--- src/rtl/osd_spi_master.sv ---
// osd_spi_master: SPI mode-0 write-only master for an OSD controller.
// A command byte is followed by `len` payload bytes pulled through a
// valid/ready handshake. Every output is driven straight from a flop.
// Optional feature: define OSD_SPI_PREFETCH_EN to add a one-byte holding
// register that is filled while the current byte shifts, so a byte supplied
// early costs no FETCH cycle.
module osd_spi_master #(
    parameter int unsigned CLK_DIV = 4,
    parameter int unsigned LEN_W   = 11
) (
    input  logic             clk_sys,
    input  logic             reset,
    input  logic             start,
    input  logic [7:0]       cmd,
    input  logic [LEN_W-1:0] len,
    input  logic [7:0]       data_in,
    input  logic             data_valid,
    output logic             data_ready,
    output logic             busy,
    output logic             done,
    output logic             SPI_SCK,
    output logic             SPI_SS3,
    output logic             SPI_DO
);

    typedef enum logic [2:0] {
        ST_IDLE  = 3'd0,
        ST_SETUP = 3'd1,
        ST_SHIFT = 3'd2,
        ST_FETCH = 3'd3,
        ST_END   = 3'd4
    } state_t;

    // Last count value of an SCK half-period.
    localparam logic [7:0] DIV_LAST = 8'(CLK_DIV - 1);

    state_t           state_q, state_d;
    logic [7:0]       cnt_q, cnt_d;
    logic [2:0]       bit_cnt_q, bit_cnt_d;
    logic [7:0]       shreg_q, shreg_d;
    logic [LEN_W-1:0] rem_q, rem_d;
    logic             sck_q, sck_d;
    logic             do_q, do_d;
    logic             ss3_q, ss3_d;
    logic             ready_q, ready_d;
    logic             busy_q, busy_d;
    logic             done_q, done_d;

    logic             phase_end_s;
    logic             hs_s;
    logic             byte_avail_s;
    logic [7:0]       next_byte_s;
    logic             load_s;

`ifdef OSD_SPI_PREFETCH_EN
    logic [7:0]       hold_q, hold_d;
    logic             hold_valid_q, hold_valid_d;
`endif

    assign phase_end_s = (cnt_q == DIV_LAST);

    // Next-state, datapath and registered-output computation.
    always_comb begin
        state_d      = state_q;
        cnt_d        = cnt_q;
        bit_cnt_d    = bit_cnt_q;
        shreg_d      = shreg_q;
        rem_d        = rem_q;
        sck_d        = sck_q;
        do_d         = do_q;
        done_d       = 1'b0;
        load_s       = 1'b0;
        hs_s         = data_valid & ready_q;
`ifdef OSD_SPI_PREFETCH_EN
        hold_d       = hold_q;
        hold_valid_d = hold_valid_q;
        if (hs_s) begin
            hold_d       = data_in;
            hold_valid_d = 1'b1;
        end else begin
            hold_d       = hold_q;
        end
        byte_avail_s = hold_valid_d;
        next_byte_s  = hold_d;
`else
        // Without prefetch a handshake can only happen in FETCH.
        byte_avail_s = hs_s;
        next_byte_s  = data_in;
`endif

        case (state_q)
            ST_IDLE: begin
                sck_d = 1'b0;
                do_d  = 1'b0;
                if (start) begin
                    state_d   = ST_SETUP;
                    shreg_d   = cmd;
                    do_d      = cmd[7];
                    rem_d     = len;
                    bit_cnt_d = 3'd7;
                    cnt_d     = 8'd0;
                end else begin
                    cnt_d     = 8'd0;
                end
            end
            ST_SETUP: begin
                if (phase_end_s) begin
                    state_d = ST_SHIFT;
                    sck_d   = 1'b1;
                    cnt_d   = 8'd0;
                end else begin
                    cnt_d   = cnt_q + 8'd1;
                end
            end
            ST_SHIFT: begin
                if (!phase_end_s) begin
                    cnt_d = cnt_q + 8'd1;
                end else begin
                    cnt_d = 8'd0;
                    if (!sck_q) begin
                        sck_d = 1'b1;
                    end else if (bit_cnt_q != 3'd0) begin
                        // DO only moves on the first cycle of a low phase.
                        sck_d     = 1'b0;
                        bit_cnt_d = bit_cnt_q - 3'd1;
                        shreg_d   = {shreg_q[6:0], 1'b0};
                        do_d      = shreg_q[6];
                    end else if (rem_q == '0) begin
                        sck_d   = 1'b0;
                        state_d = ST_END;
                    end else if (byte_avail_s) begin
                        load_s  = 1'b1;
                    end else begin
                        sck_d   = 1'b0;
                        state_d = ST_FETCH;
                    end
                end
            end
            ST_FETCH: begin
                // SCK low and DO held for as long as the source stalls.
                sck_d = 1'b0;
                if (byte_avail_s) begin
                    load_s = 1'b1;
                end else begin
                    cnt_d  = 8'd0;
                end
            end
            ST_END: begin
                if (phase_end_s) begin
                    state_d = ST_IDLE;
                    done_d  = 1'b1;
                    do_d    = 1'b0;
                    cnt_d   = 8'd0;
                end else begin
                    cnt_d   = cnt_q + 8'd1;
                end
            end
            default: begin
                state_d = ST_IDLE;
                sck_d   = 1'b0;
                do_d    = 1'b0;
                cnt_d   = 8'd0;
            end
        endcase

        // Start the low phase of the next payload byte.
        if (load_s) begin
            state_d   = ST_SHIFT;
            shreg_d   = next_byte_s;
            do_d      = next_byte_s[7];
            rem_d     = rem_q - LEN_W'(1);
            bit_cnt_d = 3'd7;
            sck_d     = 1'b0;
            cnt_d     = 8'd0;
`ifdef OSD_SPI_PREFETCH_EN
            hold_valid_d = 1'b0;
`endif
        end else begin
            rem_d = rem_d;
        end

        ss3_d  = (state_d == ST_IDLE);
        busy_d = (state_d != ST_IDLE);
`ifdef OSD_SPI_PREFETCH_EN
        ready_d = (state_d == ST_FETCH) ||
                  (((state_d == ST_SETUP) || (state_d == ST_SHIFT)) &&
                   (rem_d != '0) && !hold_valid_d);
`else
        ready_d = (state_d == ST_FETCH);
`endif
    end

    // State, datapath and output registers with synchronous reset.
    always_ff @(posedge clk_sys) begin
        if (reset) begin
            state_q   <= ST_IDLE;
            cnt_q     <= 8'd0;
            bit_cnt_q <= 3'd0;
            shreg_q   <= 8'd0;
            rem_q     <= '0;
            sck_q     <= 1'b0;
            do_q      <= 1'b0;
            ss3_q     <= 1'b1;
            ready_q   <= 1'b0;
            busy_q    <= 1'b0;
            done_q    <= 1'b0;
`ifdef OSD_SPI_PREFETCH_EN
            hold_q       <= 8'd0;
            hold_valid_q <= 1'b0;
`endif
        end else begin
            state_q   <= state_d;
            cnt_q     <= cnt_d;
            bit_cnt_q <= bit_cnt_d;
            shreg_q   <= shreg_d;
            rem_q     <= rem_d;
            sck_q     <= sck_d;
            do_q      <= do_d;
            ss3_q     <= ss3_d;
            ready_q   <= ready_d;
            busy_q    <= busy_d;
            done_q    <= done_d;
`ifdef OSD_SPI_PREFETCH_EN
            hold_q       <= hold_d;
            hold_valid_q <= hold_valid_d;
`endif
        end
    end

    assign data_ready = ready_q;
    assign busy       = busy_q;
    assign done       = done_q;
    assign SPI_SCK    = sck_q;
    assign SPI_SS3    = ss3_q;
    assign SPI_DO     = do_q;

endmodule

--- config.mk ---
export PLATFORM = sky130hd
export DESIGN_NAME = osd_spi_master
export DESIGN_NICKNAME = d
export VERILOG_FILES = /design/src/rtl/osd_spi_master.sv
export SDC_FILE = /design/constraint.sdc
export NUM_CORES = 1
export LEC_CHECK = 0
export CAP_MARGIN = 5
export CORE_ASPECT_RATIO = 0.5
export CORE_UTILIZATION = 53
export DETAILED_ROUTE_END_ITERATION = 7
export GPL_ROUTABILITY_DRIVEN = 0
export PLACE_DENSITY_LB_ADDON = 0.3
export SYNTH_ARGS = -nofsm -noshare
export SYNTH_HDL_FRONTEND = slang
export SYNTH_SLANG_ARGS = --single-unit
--- constraint.sdc ---
create_clock -name clk_sys -period 3.5 [get_ports clk_sys]
set_clock_uncertainty 0.2 [all_clocks]
set_input_delay 1.05 -clock clk_sys [delete_from_list [all_inputs] [get_ports clk_sys]]
set_output_delay 1.05 -clock clk_sys [all_outputs]
set_load 0.005 [all_outputs]
Word-level counts from Yosys, hierarchy flattened
Cells that the tools add are included.
Word-level totals
  flip-flop bits (word level): 38
  latch bits: 0
  memory bits (writable): 0
  bits in read-only memories: 0
  bits of input ports: 31
  output and inout port bits: 6
  logic and storage cells: 93
  memories: 0
Operators by class
  add/sub/neg operators: 3
  multiply operators: 0
  div/mod/pow operators: 0
  order comparisons: 0
  equal/unequal tests: 15
  shifts and indexed selects: 0
  muxes and demuxes: 46
  bitwise operators: 2
  reductions and logical operators: 16
Operators with widths (count)
  3-bit two-way mux: 14
  7-bit two-way mux: 5
  11-bit two-way mux: 3
  8-bit two-way mux: 2
  8-bit one-hot mux with 2 select lines: 1
  1-bit two-way mux: 15
  3-bit inequality test (second input constant): 5
  3-bit one-hot mux with 5 select lines: 1
  7-bit one-hot mux with 2 select lines: 1
  11-bit logical NOT: 1
  11-bit by 1-bit subtractor with 11-bit output (second input constant): 1
  5-bit AND reduction: 2
  3-bit by 2-bit equality test with 1-bit output (second input constant): 3
  3-bit nonzero test: 3
  8-bit by 1-bit adder with 8-bit output (second input constant): 1
  8-bit by 2-bit equality test with 1-bit output (second input constant): 1
  3-bit logical NOT: 2
  2-bit inequality test (second input constant): 3
  3-bit one-hot mux with 2 select lines: 1
  2-bit OR reduction: 3
  1-bit one-hot mux with 4 select lines: 1
  2-bit nonzero test: 2
  3-bit by 1-bit equality test with 1-bit output (second input constant): 1
  3-bit equality test (second input constant): 1
  9 further kinds: 9

Logic depth before layout (Yosys ltp)
Gate-level depths: netlist of the first run.
  word-level depth: 9
  gate-level depth with buffers: 10
  mapped depth without buffers: 7

Worst setup path after synthesis of the first run
No wires, ideal clock.
  path kind: reg2reg
  start: register rem_q[0]
  end: register rem_q[2]
  library setup time: 78 ps
  arrival time: 2356 ps
  data required time: 3222 ps
  setup slack: 867 ps
  cell stages (with the launch flop): 10
  buffers on the path: 2
  period minus slack after synthesis: 2633 ps
  path through: dfxtp_1 > inv_1 > ha_1 > or3b_2 > clkbuf_1 > or4_1 > buf_2 > a31o_1 > a311o_1 > nor3_1
On the way
  cells in the longest elaborated chain, start to end: 8
  elaborated cells between the ends (all ways): 11
  classes of those cells: add/sub: 1; mux: 6; reduce/logical: 4
Ends and longest elaborated chain
  start: declaration: line 41  | logic [LEN_W-1:0] rem_q, rem_d;
  start signal: assignment: line 216  | rem_q <= rem_d;
  11-bit logical NOT: line 128  | end else if (rem_q == '0) begin
  1-bit two-way mux: line 128
  1-bit two-way mux: line 122  | end else if (bit_cnt_q != 3'd0) begin
  1-bit two-way mux: line 120  | if (!sck_q) begin
  1-bit two-way mux: line 116  | if (!phase_end_s) begin
  1-bit one-hot mux with 2 select lines: line 91  | case (state_q)
  2-bit nonzero test (no source line)
  2-bit AND reduction (no source line)
Parallel ways exist; a longest one is shown, timed or not.
A chain may end at the register's enable or synchronous reset.

Worst setup path after layout of the first run
  start: register rem_q[0]
  end: register ss3_q, in the netlist SPI_SS3
On the way
  cells in the longest elaborated chain, start to end: 8
  elaborated cells between the ends (all ways): 13
  classes of those cells: mux: 11; reduce/logical: 2
Ends and longest elaborated chain
  11-bit logical NOT *: line 128
  3-bit two-way mux or 1-bit two-way mux (tied branches): line 128
  3-bit two-way mux or 1-bit two-way mux (tied branches): line 122
  3-bit two-way mux or 1-bit two-way mux (tied branches): line 120
  3-bit two-way mux or 1-bit two-way mux (tied branches): line 116
  3-bit one-hot mux with 5 select lines or 1-bit one-hot mux with 2 select lines (tied branches): line 91
  3-bit two-way mux *: line 167  | if (load_s) begin
  3-bit logical NOT *: line 182  | ss3_d = (state_d == ST_IDLE);
  end signal: assignment: line 219  | ss3_q <= ss3_d;
  end: declaration: line 44  | logic ss3_q, ss3_d;
Every way passes the cells marked *; elsewhere a longest branch is shown, timed or not.

==> results_dict.tcl, run 1 <==
set metrics [dict create \
    period_share 0.9115 \
    route.detailed.drc 0 \
    core_um2 3660 \
    outcome "finished, final reports clean" \
    vias 2218 \
    rsz0062_at_grt "no" \
    cp-end-kind "flip-flop" \
    synth_most_common_cell "dfxtp_1" \
    filler_cell_count 288 \
    clk_latency_ns 0.30 \
    cts_tree "done" \
    synthSimpleGateAreaFrac 0.2525 \
    die_w_um 92.41 \
    drtIter0Drc 182 \
    synth_edf_count 0 \
    antenna_left 0 \
    period_needed_ns 3.190 \
    ctsHoldBuffers 0 \
    routed_wl_um 5274 \
    critPathLaunchType "flip-flop" \
    grt_overflow 0 \
    dp_hpwl_um 3833 \
    port_buffers 36 \
    synth-compound-area-share 0.2432 \
    finalSetupTns_ns 0 \
    cts_setup_buffers 0 \
    synthFlopType "dfxtp_1" \
    setup_viol 0 \
    post_drt_via_cell_ratio 6.374 \
    grt_pass1_vias 1813 \
    netlist.area_leader.share 0.3512 \
    grt_pass1_wl_um 8286 \
    synth_nets 302 \
    finalHoldViolations 0 \
    drv_slew 0 \
    ir_drop_mv 0.2060 \
    io_pins 37 \
    die_area_um2 4362 \
    cp_max_fo 18 \
    max_freq_mhz 313.4 \
    grt_max_degree 34 \
    tightestPinTransition_ns 0.9307 \
    synth_top_family_by_area "simple AND/OR/NAND/NOR gates" \
    cts_buffers 5 \
    drtPass1Iterations 5 \
    synth_seq_area_share 0.3512 \
    fp.dieH_um 47.20 \
    maxCapViolCount 0 \
    synth-async-reset-ratio 0 \
    clock_path_buffers 2 \
    hp-class "flip-flop to flip-flop" \
    final_core_util 0.7244 \
    avgSynthCellArea_um2 8.112 \
    wl_per_cell_um 15.16 \
    syn-instance-count 267 \
    yosys-top-cells-area "dfxtp_1 (35%), a21oi_1 (4.6%), nor3_1 (3.9%)" \
    cts-resized-gates 0 \
    cp.required_ns 3.49 \
    timing_worst_setup_path_type "flip-flop to flip-flop" \
    diodes 0 \
    synthMuxAreaShare 0.03582 \
    holdWs_ns 0.2698 \
    cts-root-buf "clkbuf_8" \
    synthToLayoutAreaGrowth_pct 22.41 \
    power_density_nw_per_um2 378.4 \
    power.leakage_uw 0.0009374 \
    synthAdderAreaFrac 0.02311 \
    synth_top_area_cell "dfxtp_1" \
    maxSlewHeadroom 0.3775 \
    htreeDepth 2 \
    antenna_found_initial 0 \
    ys_seq_elements 38 \
    synthTopCellsByCount "dfxtp_1 (38), a21oi_1 (20), nand2_1 (20), nor2_1 (20), nor3_1 (17)" \
    drive_above_1_share 0.09091 \
    rows 15 \
    r2r_setup_slack_ns 0.31 \
    grt_usage 0.2507 \
    clock_sinks 38 \
    initial_core_util 0.5918 \
    path_clk_slew_ns 0.08 \
    arrival_ns 3.18 \
    final_nets 331 \
    synth.distinct_cells 51 \
    syn-cell-area_um2 2166 \
    synthXorXnorAreaFrac 0.03640 \
    synth_warnings 0 \
]
-- per-layer routing --
layer | track usage | vias to the layer above | share of wire
li1 | - | 1060 | -
met1 | 0.3333 | 1027 | 0.46
met2 | 0.3970 | 126 | 0.43
met3 | 0.07929 | 5 | 0.10
met4 | 0.08125 | 0 | 0.0082
met5 | 0 | - | 0
-- worst max-delay path, stage by stage (launching register included) --
cell	delay (ns)
dfxtp_1	0.34
inv_1	0.09
ha_1	0.18
or3b_2	0.55
or4_1	0.57
a31oi_2	0.74
o21ai_1	0.19
a21o_1	0.21
-- state kept, by name (all words and copies together) (netlist names) --
signal	count
SPI_DO	1
data_ready	1
rem_q	11
done	1
bit_cnt_q	3
SPI_SCK	1
cnt_q	8
state_q	3
busy	1
shreg_q	7
SPI_SS3	1
-- layout by cell type (no fill, tap or decap), drive strengths merged, types with 5 or more instances in the layout --
master and count:
nor2 20, nand3 16, nor3 17, mux2 6, buf 5, a22oi 11
inv 9, o21ai 9, xor2 6, dfxtp 38, nand2 20, clkdlybuf4s50 36
a31oi 9, a21oi 20, clkbuf 5
-- logic make-up after synthesis --
family | count (synthesis)
buf+inv | 28
fa+ha+maj | 4
xor+xnor | 9
compound gates | 76
flops | 38
simple gates | 105
mux | 7
-- metrics by stage --
| stage | worst slack, ns | cell area [µm²] | total power [µW] | std cells |
|---|---|---|---|---|
| floorplan | 0.8665 | 2166 | 575.8 | 267 |
| global placement | 0.3437 | 2542 | 630.6 | 340 |
| detailed placement | 0.2987 | 2542 | 637.6 | 340 |
| CTS | 0.3412 | 2651 | 1006 | 348 |
| global route | 0.1280 | 2651 | 1045 | 348 |
| finish | 0.3096 | 2651 | 1003 | 348 |
-- cell type report --
cell class                      instances  area [µm²]  area share
Sequential cell                        38       760.7      0.2869
Clock buffer                            5       68.82     0.02596
Multi-Input combinational cell        201        1286      0.4851
Timing Repair Buffer                   41       397.9      0.1501
Clock inverter                          3       40.04     0.01510
Inverter                                9       33.78     0.01274
Tap cell                               51       63.81     0.02407
-- power by group --
part | switching (µW) | internal, µW | total, µW
logic | 76.4 | 81.3 | 158
registers | 19.3 | 453 | 472
clock network | 163 | 210 | 373
total | 259 | 744 | 1000
-- worst paths after layout --
kind | start | end | depth (start not counted)
setup reg to reg | rem_q[0]$_SDFFE_PP0P_ | SPI_SS3$_SDFF_PP1_ | 7
hold reg to reg | shreg_q[5]$_SDFFE_PP0P_ | shreg_q[5]$_SDFFE_PP0P_ | 2
setup / recovery | rem_q[0]$_SDFFE_PP0P_ | SPI_SS3$_SDFF_PP1_ | 7
hold / removal | shreg_q[5]$_SDFFE_PP0P_ | shreg_q[5]$_SDFFE_PP0P_ | 2
Power figures use the tool's default switching activity.
==> run 2, diff against run 1 <==
--- a/config.mk
+++ b/config.mk
@@ -7,10 +7,12 @@
 export LEC_CHECK = 0
 export CAP_MARGIN = 5
 export CORE_ASPECT_RATIO = 0.5
-export CORE_UTILIZATION = 53
+export CORE_UTILIZATION = 55
+export CTS_BUF_LIST = sky130_fd_sc_hd__clkbuf_4
 export DETAILED_ROUTE_END_ITERATION = 7
 export GPL_ROUTABILITY_DRIVEN = 0
 export PLACE_DENSITY_LB_ADDON = 0.3
+export SKIP_CTS_REPAIR_TIMING = 1
 export SYNTH_ARGS = -nofsm -noshare
 export SYNTH_HDL_FRONTEND = slang
 export SYNTH_SLANG_ARGS = --single-unit
==> run 2 against run 1 <==
  * Non-clock buffer count is 1 lower
  * Worst setup slack better by 0.013 ns
  * Largest power group unchanged
  * Design area is 1.9% lower
  * Register-to-register slack hardly changed
  * Via count is 1.4% lower
  * Die area is 3.5% lower
  * Critical endpoint unchanged
  * Sequential cell count stayed put
  * First-iteration DRC count is 9.3% higher
  * Largest cell class unchanged
  * Critical path depth stayed put
  * Combinational power hardly changed
  * Final cell count is 0.29% lower
==> results_dict.tcl, run 2 (synthesized netlist as in run 1, its figures left out) <==
set metrics [dict create \
    use_met2 0.4697 \
    period_needed_ns 3.177 \
    rows 15 \
    final_core_util 0.7219 \
    finalPower_uw 859.9 \
    drtIter0Drc 199 \
    outcome "finished, final reports clean" \
    die_w_um 90.75 \
    layout_commonest_cell "dfxtp_1" \
    crit_chain "inv_1, ha_1, or3b_2, or4_1, a31oi_2, o21ai_1, a21o_1" \
    grt_max_degree 21 \
    largest_register_ffs 11 \
    rsz0062_at_grt "no" \
    wl_per_cell_um 15.67 \
    fp.dieH_um 46.38 \
    arrival_ns 3.22 \
    r2r_start "rem_q[0]$_SDFFE_PP0P_" \
    gr-usage-met3 0.06436 \
    hp-class "flip-flop to flip-flop" \
    routed_wl_um 5436 \
    maxCapViolCount 0 \
    clock_path_buffers 2 \
    dp_worst_setup_slack_ns 0.3056 \
    finalHoldViolations 0 \
    diodes 0 \
    die_area_um2 4208 \
    grt_usage 0.2755 \
    critPathBufInv 1 \
    top_usage_layer "met2" \
    cp_max_fo 18 \
    path_clk_slew_ns 0.12 \
    htreeDepth 2 \
    route.detailed.drc 0 \
    dp_hpwl_um 4018 \
    cp-end-kind "flip-flop" \
    cp-startpoint "rem_q[0]$_SDFFE_PP0P_" \
    critical-path-max-stage-delay_ns 0.69 \
    grt_overflow 0 \
    timing_worst_setup_path_type "flip-flop to flip-flop" \
    critical_path.top_delay_family "compound AO/OA/AOI/OAI gates" \
    power.leakage_uw 0.0009098 \
    fin_ws_ns 0.3230 \
    initial_core_util 0.6010 \
    critPathLaunchType "flip-flop" \
    core_um2 3603 \
    reg2reg_to "SPI_SS3$_SDFF_PP1_" \
    vias 2186 \
    synthToLayoutAreaGrowth_pct 20.10 \
    clock_sinks 38 \
    multi_input_area_um2 1286 \
    maxSlewHeadroom 0.4223 \
    max_freq_mhz 314.8 \
    top_register "rem_q" \
    drive_above_1_share 0.08446 \
    met1_usage 0.3621 \
    drtPass1Iterations 5 \
    ir_drop_mv 0.1663 \
    clk_latency_ns 0.34 \
    final-seq-area_um2 760.7 \
    cts_buffers 5 \
    cts_tree "done" \
    ff2ff_path_depth 7 \
    filler_cell_count 286 \
    layout_common_cells "dfxtp_1 (38), clkdlybuf4s50_1 (36), nand2_1 (20), nor2_1 (20), a21oi_1 (20)" \
    port_buffers 36 \
    grt_pass1_wl_um 8976 \
    drv_slew 0 \
    grt_pass1_vias 1948 \
    antenna_found_initial 0 \
    final_nets 330 \
    post_drt_via_cell_ratio 6.300 \
    period_share 0.9077 \
    io_pins 37 \
    endpoint "SPI_SS3$_SDFF_PP1_" \
    finalSetupTns_ns 0 \
    slowest_stage "a31oi_2" \
    tightestPinTransition_ns 0.8638 \
    path_depth 7 \
    holdWs_ns 0.2685 \
    reg_top3 "rem_q (11), cnt_q (8), shreg_q (7)" \
    power_density_nw_per_um2 330.6 \
    cp.required_ns 3.55 \
    cts-root-buf "clkbuf_4" \
    antenna_left 0 \
    setup_viol 0 \
    r2r_setup_slack_ns 0.32 \
]
run 2: report_power, final:
group	leakage (µW)	internal [µW]	switching [µW]	total, µW
combinational	0.000565	81.4	77.3	159
sequential	0.000311	453	19.7	473
clock	0.0000331	83.4	145	228
run 2: how the worst min path moves through the flow:
| stage | start | to | slack [ns] | cells after the start |
|---|---|---|---|---|
| after floorplan | shreg_q[1]$_SDFFE_PP0P_ | shreg_q[1]$_SDFFE_PP0P_ | 0.24 | 2 |
| after global placement | shreg_q[2]$_SDFFE_PP0P_ | shreg_q[2]$_SDFFE_PP0P_ | 0.25 | 2 |
| after detailed placement | shreg_q[5]$_SDFFE_PP0P_ | shreg_q[5]$_SDFFE_PP0P_ | 0.26 | 2 |
| after CTS | shreg_q[5]$_SDFFE_PP0P_ | shreg_q[5]$_SDFFE_PP0P_ | 0.27 | 2 |
| after global routing | bit_cnt_q[0]$_SDFFE_PP0P_ | bit_cnt_q[0]$_SDFFE_PP0P_ | 0.30 | 1 |
| final | shreg_q[5]$_SDFFE_PP0P_ | shreg_q[5]$_SDFFE_PP0P_ | 0.27 | 2 |
run 2: metal layers:
metal / part of all wire / wire length [µm]
met5: 0 / 0
met4: 0.0075 / 41
met3: 0.10 / 546
met2: 0.45 / 2425
met1: 0.45 / 2422
run 2: stage by stage:
step | std cells | instance area [µm²]
floorplan | 267 | 2166
detailed placement | 339 | 2547
global route | 347 | 2601
global placement | 339 | 2547
finish | 347 | 2601
CTS | 347 | 2601
run 2: final cells by class:
class	count	area share
clock buffers	6	0.01732
flip-flops and latches	38	0.2924
well taps	51	0.02453
inverters	9	0.01299
clock inverters	2	0.003367
multi-input cells	201	0.4945
repair buffers	40	0.1549
run 2: worst register-to-register path, stage by stage (launching register included):
cell and delay (ns):
dfxtp_1 0.35, inv_1 0.08, ha_1 0.19, or3b_2 0.55, or4_1 0.57, a31oi_2 0.69, o21ai_1 0.23, a21o_1 0.21
